<file path="src/rtl/board_write_engine.sv">
// board_write_engine: command-driven sequencer that initialises, clears and updates the board memory
module board_write_engine #(
  parameter int COORD_W    = 3,
  parameter int PIECE_W    = 4,
  parameter int WRITE_WAIT = 1,
  parameter int READ_LAT   = 1
) (
  input  logic               clk,
  input  logic               reset,
  input  logic               cmd_valid,
  output logic               cmd_ready,
  input  logic [1:0]         cmd_op,
  input  logic [COORD_W-1:0] origin_x,
  input  logic [COORD_W-1:0] origin_y,
  input  logic [COORD_W-1:0] dest_x,
  input  logic [COORD_W-1:0] dest_y,
  input  logic [PIECE_W-1:0] piece_to_move,
  output logic [COORD_W-1:0] mem_x,
  output logic [COORD_W-1:0] mem_y,
  output logic [PIECE_W-1:0] mem_wdata,
  output logic               mem_we,
  output logic               mem_re,
  input  logic [PIECE_W-1:0] mem_rdata,
  output logic               done,
  output logic               err,
  output logic [PIECE_W-1:0] captured_piece
);
  localparam int CNT_W = $clog2((WRITE_WAIT > READ_LAT ? WRITE_WAIT : READ_LAT) + 1);
  localparam logic [CNT_W-1:0] WW_LAST = CNT_W'(WRITE_WAIT - 1);
  localparam logic [CNT_W-1:0] RL_LAST = CNT_W'(READ_LAT - 1);
  localparam logic [COORD_W-1:0] TOP = COORD_W'((2 ** COORD_W) - 1);
  localparam logic [COORD_W-1:0] PAWN_ROW = COORD_W'((2 ** COORD_W) - 2);

  typedef enum logic [3:0] {
    IDLE, SCAN_WR, SCAN_WAIT, MV_RD, MV_RD_WAIT, MV_WR_DST, MV_DST_WAIT, MV_WR_ORG, MV_ORG_WAIT, DONE
  } state_t;

  state_t state;
  logic [CNT_W-1:0] cnt;
  logic clr;
  logic [COORD_W-1:0] ox, oy, nx, ny;
  logic [PIECE_W-1:0] pc;
  logic last_sq;

  // Standard opening layout: back rank pattern repeats every 8 files, white pieces offset by 6
  function automatic logic [PIECE_W-1:0] std_piece(input logic [COORD_W-1:0] x, input logic [COORD_W-1:0] y);
    logic [2:0] k;
    logic [PIECE_W-1:0] b;
    k = 3'(x);
    b = (k == 3'd0 || k == 3'd7) ? PIECE_W'(4) : (k == 3'd1 || k == 3'd6) ? PIECE_W'(2) :
        (k == 3'd2 || k == 3'd5) ? PIECE_W'(3) : (k == 3'd3) ? PIECE_W'(6) : PIECE_W'(5);
    return y == '0 ? b : y == COORD_W'(1) ? PIECE_W'(1) : y == PAWN_ROW ? PIECE_W'(7) :
           y == TOP ? b + PIECE_W'(6) : '0;
  endfunction

  assign nx = mem_x + 1'b1;
  assign ny = mem_x == TOP ? mem_y + 1'b1 : mem_y;
  assign last_sq = mem_x == TOP && mem_y == TOP;

  // Command FSM; every memory strobe and status output is registered alongside the state
  always_ff @(posedge clk or posedge reset) begin
    if (reset) begin
      state <= IDLE;
      cmd_ready <= 1'b1;
      mem_x <= '0;
      mem_y <= '0;
      mem_wdata <= '0;
      mem_we <= 1'b0;
      mem_re <= 1'b0;
      done <= 1'b0;
      err <= 1'b0;
      captured_piece <= '0;
      cnt <= '0;
      clr <= 1'b0;
      ox <= '0;
      oy <= '0;
      pc <= '0;
    end else begin
      mem_we <= 1'b0;
      mem_re <= 1'b0;
      done <= 1'b0;
      err <= 1'b0;
      case (state)
        IDLE: if (cmd_valid && cmd_op != 2'd0) begin
          cmd_ready <= 1'b0;
          clr <= cmd_op == 2'd2;
          ox <= origin_x;
          oy <= origin_y;
          pc <= piece_to_move;
          if (cmd_op != 2'd3) begin
            state <= SCAN_WR;
            mem_x <= '0;
            mem_y <= '0;
            mem_wdata <= cmd_op == 2'd2 ? '0 : std_piece('0, '0);
            mem_we <= 1'b1;
          end else if (origin_x == dest_x && origin_y == dest_y) begin
            state <= DONE;
            done <= 1'b1;
            err <= 1'b1;
          end else begin
            state <= MV_RD;
            mem_x <= dest_x;
            mem_y <= dest_y;
            mem_re <= 1'b1;
          end
        end
        SCAN_WR: begin
          state <= SCAN_WAIT;
          cnt <= '0;
        end
        SCAN_WAIT: if (cnt != WW_LAST) cnt <= cnt + 1'b1;
          else if (last_sq) begin
            state <= DONE;
            done <= 1'b1;
          end else begin
            state <= SCAN_WR;
            mem_we <= 1'b1;
            mem_x <= nx;
            mem_y <= ny;
            mem_wdata <= clr ? '0 : std_piece(nx, ny);
          end
        MV_RD: begin
          state <= MV_RD_WAIT;
          cnt <= '0;
        end
        MV_RD_WAIT: if (cnt != RL_LAST) cnt <= cnt + 1'b1;
          else begin
            captured_piece <= mem_rdata;
            state <= MV_WR_DST;
            mem_we <= 1'b1;
            mem_wdata <= pc;
          end
        MV_WR_DST: begin
          state <= MV_DST_WAIT;
          cnt <= '0;
        end
        MV_DST_WAIT: if (cnt != WW_LAST) cnt <= cnt + 1'b1;
          else begin
            state <= MV_WR_ORG;
            mem_we <= 1'b1;
            mem_x <= ox;
            mem_y <= oy;
            mem_wdata <= '0;
          end
        MV_WR_ORG: begin
          state <= MV_ORG_WAIT;
          cnt <= '0;
        end
        MV_ORG_WAIT: if (cnt != WW_LAST) cnt <= cnt + 1'b1;
          else begin
            state <= DONE;
            done <= 1'b1;
          end
        DONE: begin
          state <= IDLE;
          cmd_ready <= 1'b1;
        end
        default: begin
          state <= IDLE;
          cmd_ready <= 1'b1;
        end
      endcase
    end
  end
endmodule
</file>
<file path="config.mk">
export PLATFORM = sky130hd
export DESIGN_NAME = board_write_engine
export DESIGN_NICKNAME = d
export VERILOG_FILES = /design/src/rtl/board_write_engine.sv
export SDC_FILE = /design/constraint.sdc
export NUM_CORES = 1
export LEC_CHECK = 0
export CORE_MARGIN = 2
export CORE_UTILIZATION = 35
export DETAILED_ROUTE_END_ITERATION = 6
export PLACE_DENSITY = 0.63
export SLEW_MARGIN = 20
export SYNTH_ARGS = -nofsm -noshare
export SYNTH_HDL_FRONTEND = slang
export SYNTH_SLANG_ARGS = --single-unit
</file>
<file path="constraint.sdc">
create_clock -name clk -period 4.6 [get_ports clk]
set_clock_uncertainty 0.15 [all_clocks]
set_input_delay 0.69 -clock clk [delete_from_list [all_inputs] [get_ports clk]]
set_output_delay 0.69 -clock clk [all_outputs]
set_load 0.05 [all_outputs]
</file>
Yosys cells after proc, flatten, opt, wreduce, memory -nomap -nowiden
Index checks and enable logic that the tools add are counted.
{"block": "totals", "elab_cells": 137, "in_bits": 25, "out_inout_bits": 19, "register_bits": 35}
{"block": "classes", "muxes": 62, "n_bitwise": 2, "reduce_logical": 23, "addsub": 4, "n_eq_ne": 31}
{"cell": "4-bit two-way mux", "n": 19}
{"cell": "3-bit two-way mux", "n": 17}
{"cell": "4-bit case mux with 9 select lines", "n": 1}
{"cell": "3-bit equality test, second input constant", "n": 7}
{"cell": "3-bit case mux with 3 select lines", "n": 2}
{"cell": "1-bit two-way mux", "n": 17}
{"cell": "4-bit by 3-bit equality test with 1-bit output, second input constant", "n": 4}
{"cell": "2-bit inequality test, second input constant", "n": 8}
{"cell": "4-bit case mux with 4 select lines", "n": 1}
{"cell": "4-bit by 2-bit equality test with 1-bit output, second input constant", "n": 2}
{"cell": "4-bit OR reduction", "n": 2}
{"cell": "8-bit OR reduction", "n": 1}
{"cell": "7-bit AND reduction", "n": 1}
{"cell": "3-bit by 1-bit adder with 3-bit output, second input constant", "n": 2}
{"cell": "3-bit by 1-bit equality test with 1-bit output, second input constant", "n": 2}
{"cell": "3-bit by 2-bit equality test with 1-bit output, second input constant", "n": 2}
{"cell": "3-bit equality test", "n": 2}
{"cell": "3-bit logical NOT", "n": 2}
{"cell": "1-bit case mux with 3 select lines", "n": 2}
{"cell": "2-bit AND reduction", "n": 3}
{"cell": "6-bit AND reduction", "n": 1}
{"cell": "5-bit AND reduction", "n": 1}
{"cell": "3-bit by 3-bit adder with 4-bit output, second input constant", "n": 1}
{"cell": "4-bit by 1-bit equality test with 1-bit output, second input constant", "n": 1}
{"cell": "other kinds (14)", "n": 21}

Depth between registers and ports, before layout
{"block": "depth", "ltp_word": 15, "depth_mapped": 8, "mapped_depth_nobuf": 7}

Least setup slack after synthesis
No wires, ideal clock.
{"block": "synth_path", "kind": "register to register", "from": "register mem_x[0]", "to": "register mem_wdata[2]", "setup_slack_ns": 2.117, "path_stages_with_launch": 8, "synth_period_minus_slack_ns": 2.483, "required_ns": 4.368, "arrival_time_ns": 2.251, "path_buffers": 0, "cell_sequence": "dfrtp_1 > ha_1 > ha_1 > mux2i_1 > o31ai_1 > ha_1 > a221o_1 > a31oi_1"}
{"block": "synth_via", "elab_chain_len": 15, "word_cells_on_any_way": 33, "cone_classes": "add/sub (2); eq/ne (11); mux (13); reduce/logical (7)"}
{"item": "start: declaration", "line": "18", "text": "output logic [COORD_W-1:0] mem_x,"}
{"item": "start signal: assignment", "line": "102", "text": "mem_x <= dest_x;"}
{"item": "start signal: assignment", "line": "118", "text": "mem_x <= nx;"}
{"item": "3-bit by 1-bit adder with 3-bit output", "line": "56", "text": "assign nx = mem_x + 1'b1;"}
{"item": "3-bit by 2-bit equality test with 1-bit output or 3-bit equality test (tied branches)", "line": "51", "text": "(k == 3'd2 || k == 3'd5) ? PIECE_W'(3) : (k == 3'd3) ? PIECE_W'(6) : PIECE_W'(5);"}
{"item": "2-bit two-way mux or 1-bit logical OR (tied branches)", "line": "51"}
{"item": "3-bit two-way mux", "line": "51"}
{"item": "3-bit two-way mux (2 in series)", "line": "50", "text": "b = (k == 3'd0 || k == 3'd7) ? PIECE_W'(4) : (k == 3'd1 || k == 3'd6) ? PIECE_W'(2) :"}
{"item": "3-bit by 3-bit adder with 4-bit output", "line": "53", "text": "y == TOP ? b + PIECE_W'(6) : '0;"}
{"item": "4-bit two-way mux", "line": "53"}
{"item": "4-bit two-way mux (3 in series)", "line": "52", "text": "return y == '0 ? b : y == COORD_W'(1) ? PIECE_W'(1) : y == PAWN_ROW ? PIECE_W'(7) :"}
{"item": "4-bit two-way mux", "line": "120", "text": "mem_wdata <= clr ? '0 : std_piece(nx, ny);"}
{"item": "4-bit two-way mux", "line": "112", "text": "else if (last_sq) begin"}
{"item": "4-bit two-way mux", "line": "111", "text": "SCAN_WAIT: if (cnt != WW_LAST) cnt <= cnt + 1'b1;"}
{"item": "4-bit case mux with 4 select lines", "line": "83", "text": "case (state)"}
{"item": "end signal: assignment", "line": "94", "text": "mem_wdata <= cmd_op == 2'd2 ? '0 : std_piece('0, '0);"}
{"item": "end signal: assignment", "line": "120"}
{"item": "end signal: assignment", "line": "131", "text": "mem_wdata <= pc;"}
{"item": "end: declaration", "line": "20", "text": "output logic [PIECE_W-1:0] mem_wdata,"}
Several ways; a longest one is shown, not always the timed one. The select of a mux whose other input is x is not followed.
A chain may end at the register's enable or synchronous reset.

Worst setup path after layout
{"block": "layout_path", "from": "input cmd_op[1]", "to": "register state[1]"}
{"block": "layout_via", "elab_chain_len": 4, "word_cells_on_any_way": 8, "cone_classes": "eq/ne (2); mux (3); reduce/logical (3)"}
{"item": "start: declaration", "line": "12", "text": "input logic [1:0] cmd_op,"}
{"item": "2-bit inequality test or 2-bit nonzero test (tied branches)", "line": "90, 84"}
{"item": "4-bit two-way mux or 1-bit logical AND (tied branches)", "line": "90, 84"}
{"item": "4-bit two-way mux or 2-bit inequality test (tied branches)"}
{"item": "4-bit case mux with 9 select lines or 5-bit AND reduction (tied branches)"}
{"item": "end signal: assignment", "line": "91", "text": "state <= SCAN_WR;"}
{"item": "end signal: assignment", "line": "97", "text": "state <= DONE;"}
{"item": "end signal: assignment", "line": "101", "text": "state <= MV_RD;"}
{"item": "end: declaration", "line": "38", "text": "state_t state;"}
Several ways; a longest one is shown, not always the timed one. The select of a mux whose other input is x is not followed.

==> results.ini <==
[run_status]
status = finished clean

[cells_and_area]
antenna_cells = 0
instances_no_fill = 308
post-route-util_pct = 46.9
drive_gt1_share_pct = 15.7
multiInputGateArea_mm2 = 0.00111
regArea_um2 = 852
area_growth_pct = 28.4
nFillCells = 534
nets = 269
fin_area_mm2 = 0.00261

[grt]
overflow = 0
grt_max_degree = 27
grtUsageMet2_pct = 24.4
grt_use_total_pct = 15.6
grt_util_met1_pct = 19.9
grt_pass1_wl_mm = 7.54
antenna_found_initial = 0
first_global_vias = 1545
grt-busiest-layer = met2
grt_use_met3_pct = 4.83

[sta]
tns_ns = 0
fmax_mhz = 390
min_period_ns = 2.56
relSlewSlack_pct = 49.8
tightest_slew_ns = 0.753
hold_viol = 0
rsz0062_at_grt = no
setup_violations = 0
slew_violations = 0
fin_crit_sh_pct = 55.7

[yosys]
synthArstFlopShare_pct = 100
avgSynthCellArea_um2 = 10.5
synth_edf_count = 0
post-synth-top-count-cell = dfrtp_1
synth_top_area_cell = dfrtp_1
synth_seq_cells = 34
synth_fp_nets = 228
synth-xor-area-share_pct = 4.30
yosysUniqueCellTypes = 47
postSynthCellCount = 194
synth-main-ff-cell = dfrtp_1
synth_top_area_share_pct = 40.6
seq_area_frac_synth_pct = 41.9
synth_fa_ha_area_share_pct = 5.53
synth_compound_gate_area_share_pct = 12.7
synth-simple-area-share_pct = 15.8
yosysWarnings = 0
synth_area_mm2 = 0.00204
synth_common_cells = dfrtp_1 (33), nor2_1 (19), mux2_2 (15)
synth_mux_area_share_pct = 16.2
synth_top_family_by_area = multiplexers
synthTopCellsByArea = dfrtp_1 (41%), mux2_2 (8.3%), ha_1 (5.5%), mux2i_1 (4.9%), nor2_1 (3.5%)

[setup_path]
cp_cell_sequence = clkdlybuf4s50_1, o21ai_1, nand3b_1, nor3_1, o21bai_1
worst_ep_required_time_ns = 4.66
worstPathArrival_ns = 2.62
max_stage_delay_ns = 0.62
startpoint = cmd_op[1]
critPathCaptureType = flip-flop
critPathSlowestCell = nand3b_1
crit_path_start_kind = primary input
critical_path_class = primary input to flip-flop
r2r-start = mem_x[0]$_DFFE_PP0P_
cp_max_fo = 15
cp_top_family = simple AND/OR/NAND/NOR gates
cp_num_buf_inv = 1

[clock_network]
cts_buffer_depth = 2
insertion_delay_ns = 0.29
cts_inserted_buffers = 5
post_cts_resize_count = 0
cts.sinks = 34
clk_pin_slew_worst_paths_ns = 0.06
cts_tree = built
cts_root_buffer = clkbuf_8
htree_levels = 2
post_cts_buffers = 0
cts_hold_buf = 0

[routing]
detail_route.iter0.violations = 79
routed_wl_mm = 4.44
vias = 1572
wl_per_cell_um = 14.4
drc_errors = 0
routed_via_density = 5.10
drt-pass1-iter-count = 4
postRouteAntennaNets = 0

[floorplan]
initial_core_util_pct = 36.5
die_w_um = 80.3
rows = 27
die-area_mm2 = 0.00644
io_pins = 44
die_h_um = 80.3
coreArea_mm2 = 0.00557

[pwr]
p_sw_w = 0.000776
comb_power_share_pct = 52.3
switching_share_pct = 44.0
pwr-share-clk_pct = 14.7
power_density_mw_per_mm2 = 675
p_leak_nw = 1.10
internal-power_w = 0.000989
pwr-share-seq_pct = 33.0
peakVddDrop_mv = 0.277

[place]
place_area_mm2 = 0.00250
gp_congestion = 0.800
place_hpwl_mm = 3.32
portBuffers = 43
dp.cells = 300

[flow_run]
cap_violations = 0

[hold_path]
hp-class = flip-flop to flip-flop
hp-start = oy[0]$_DFFE_PP0P_

## power groups by stage
stage | combinational [W] | clock, W | sequential, W
floorplan | 0.000558 | 0 | 0.000721
global placement | 0.000919 | 0 | 0.000585
detailed placement | 0.000928 | 0 | 0.000590
CTS | 0.000931 | 0.000269 | 0.000585
global route | 0.00101 | 0.000285 | 0.000608
finish | 0.000923 | 0.000260 | 0.000583
## path summary, 6_finish.rpt
kind	endpoint	cells after the start	slack (ns)
min reg2reg	oy[0]$_DFFE_PP0P_	1	0.36
min in group asynchronous	ox[0]$_DFFE_PP0P_	2	0.52
max reg2reg	mem_wdata[2]$_DFFE_PP0P_	7	2.15
max	state[1]$_DFFE_PP0P_	5	2.04
min	oy[0]$_DFFE_PP0P_	1	0.36
max in group asynchronous	cmd_ready$_DFFE_PP1P_	3	3.07
## final cells by class
type,instances,area share (%)
repair buffers,44,16.8
flip-flops and latches,34,32.6
inverters,4,0.574
multi-input cells,146,42.4
clock buffers,8,4.21
well taps,72,3.45
## layout by cell type, fill, tap and decap left out, drive strengths merged, types with 2 or more instances in the layout
master / instances
nand4b: 2
dfrtp: 33
nand2: 8
a21oi: 9
mux2i: 10
a31oi: 4
nand3: 6
clkdlybuf4s50: 43
xnor2: 4
nor3: 4
or3: 2
nor2: 20
nand2b: 2
mux2: 19
and2: 3
nor2b: 2
clkbuf: 8
o21a: 2
o21ai: 16
ha: 9
xor2: 6
nand3b: 3
inv: 4
## flip-flops by register name, summed over array words and instances, names as in the netlist
| name | flops |
|---|---|
| mem_we | 1 |
| clr | 1 |
| mem_x | 3 |
| pc | 4 |
| err | 1 |
| oy | 3 |
| cmd_ready | 1 |
| done | 1 |
| captured_piece | 4 |
| ox | 3 |
| mem_y | 3 |
| mem_re | 1 |
| mem_wdata | 4 |
| state | 4 |
## stage by stage
step                hold WS [ns]  total power, W  worst slack [ns]
floorplan                  0.329         0.00128              2.12
detailed placement         0.348         0.00152              1.71
finish                     0.360         0.00177              2.04
global placement           0.339         0.00150              1.65
CTS                        0.365         0.00178              2.01
global route               0.381         0.00190              1.89
## kinds of logic after synthesis
group                      count (synthesis)
buffers and inverters                     14
DFF                                       34
xor gates and xnor gates                  10
muxes                                     29
adders and majority gates                  9
AOI/OAI and AO/OA                         41
and+or+nand+nor                           57
## routing by layer
layer,up-vias,share of wire [%]
met2,44,47
met4,0,1.9
met3,8,5.0
met5,-,0
met1,739,46
li1,781,-
Note: power is estimated with default switching activity, not from simulation.
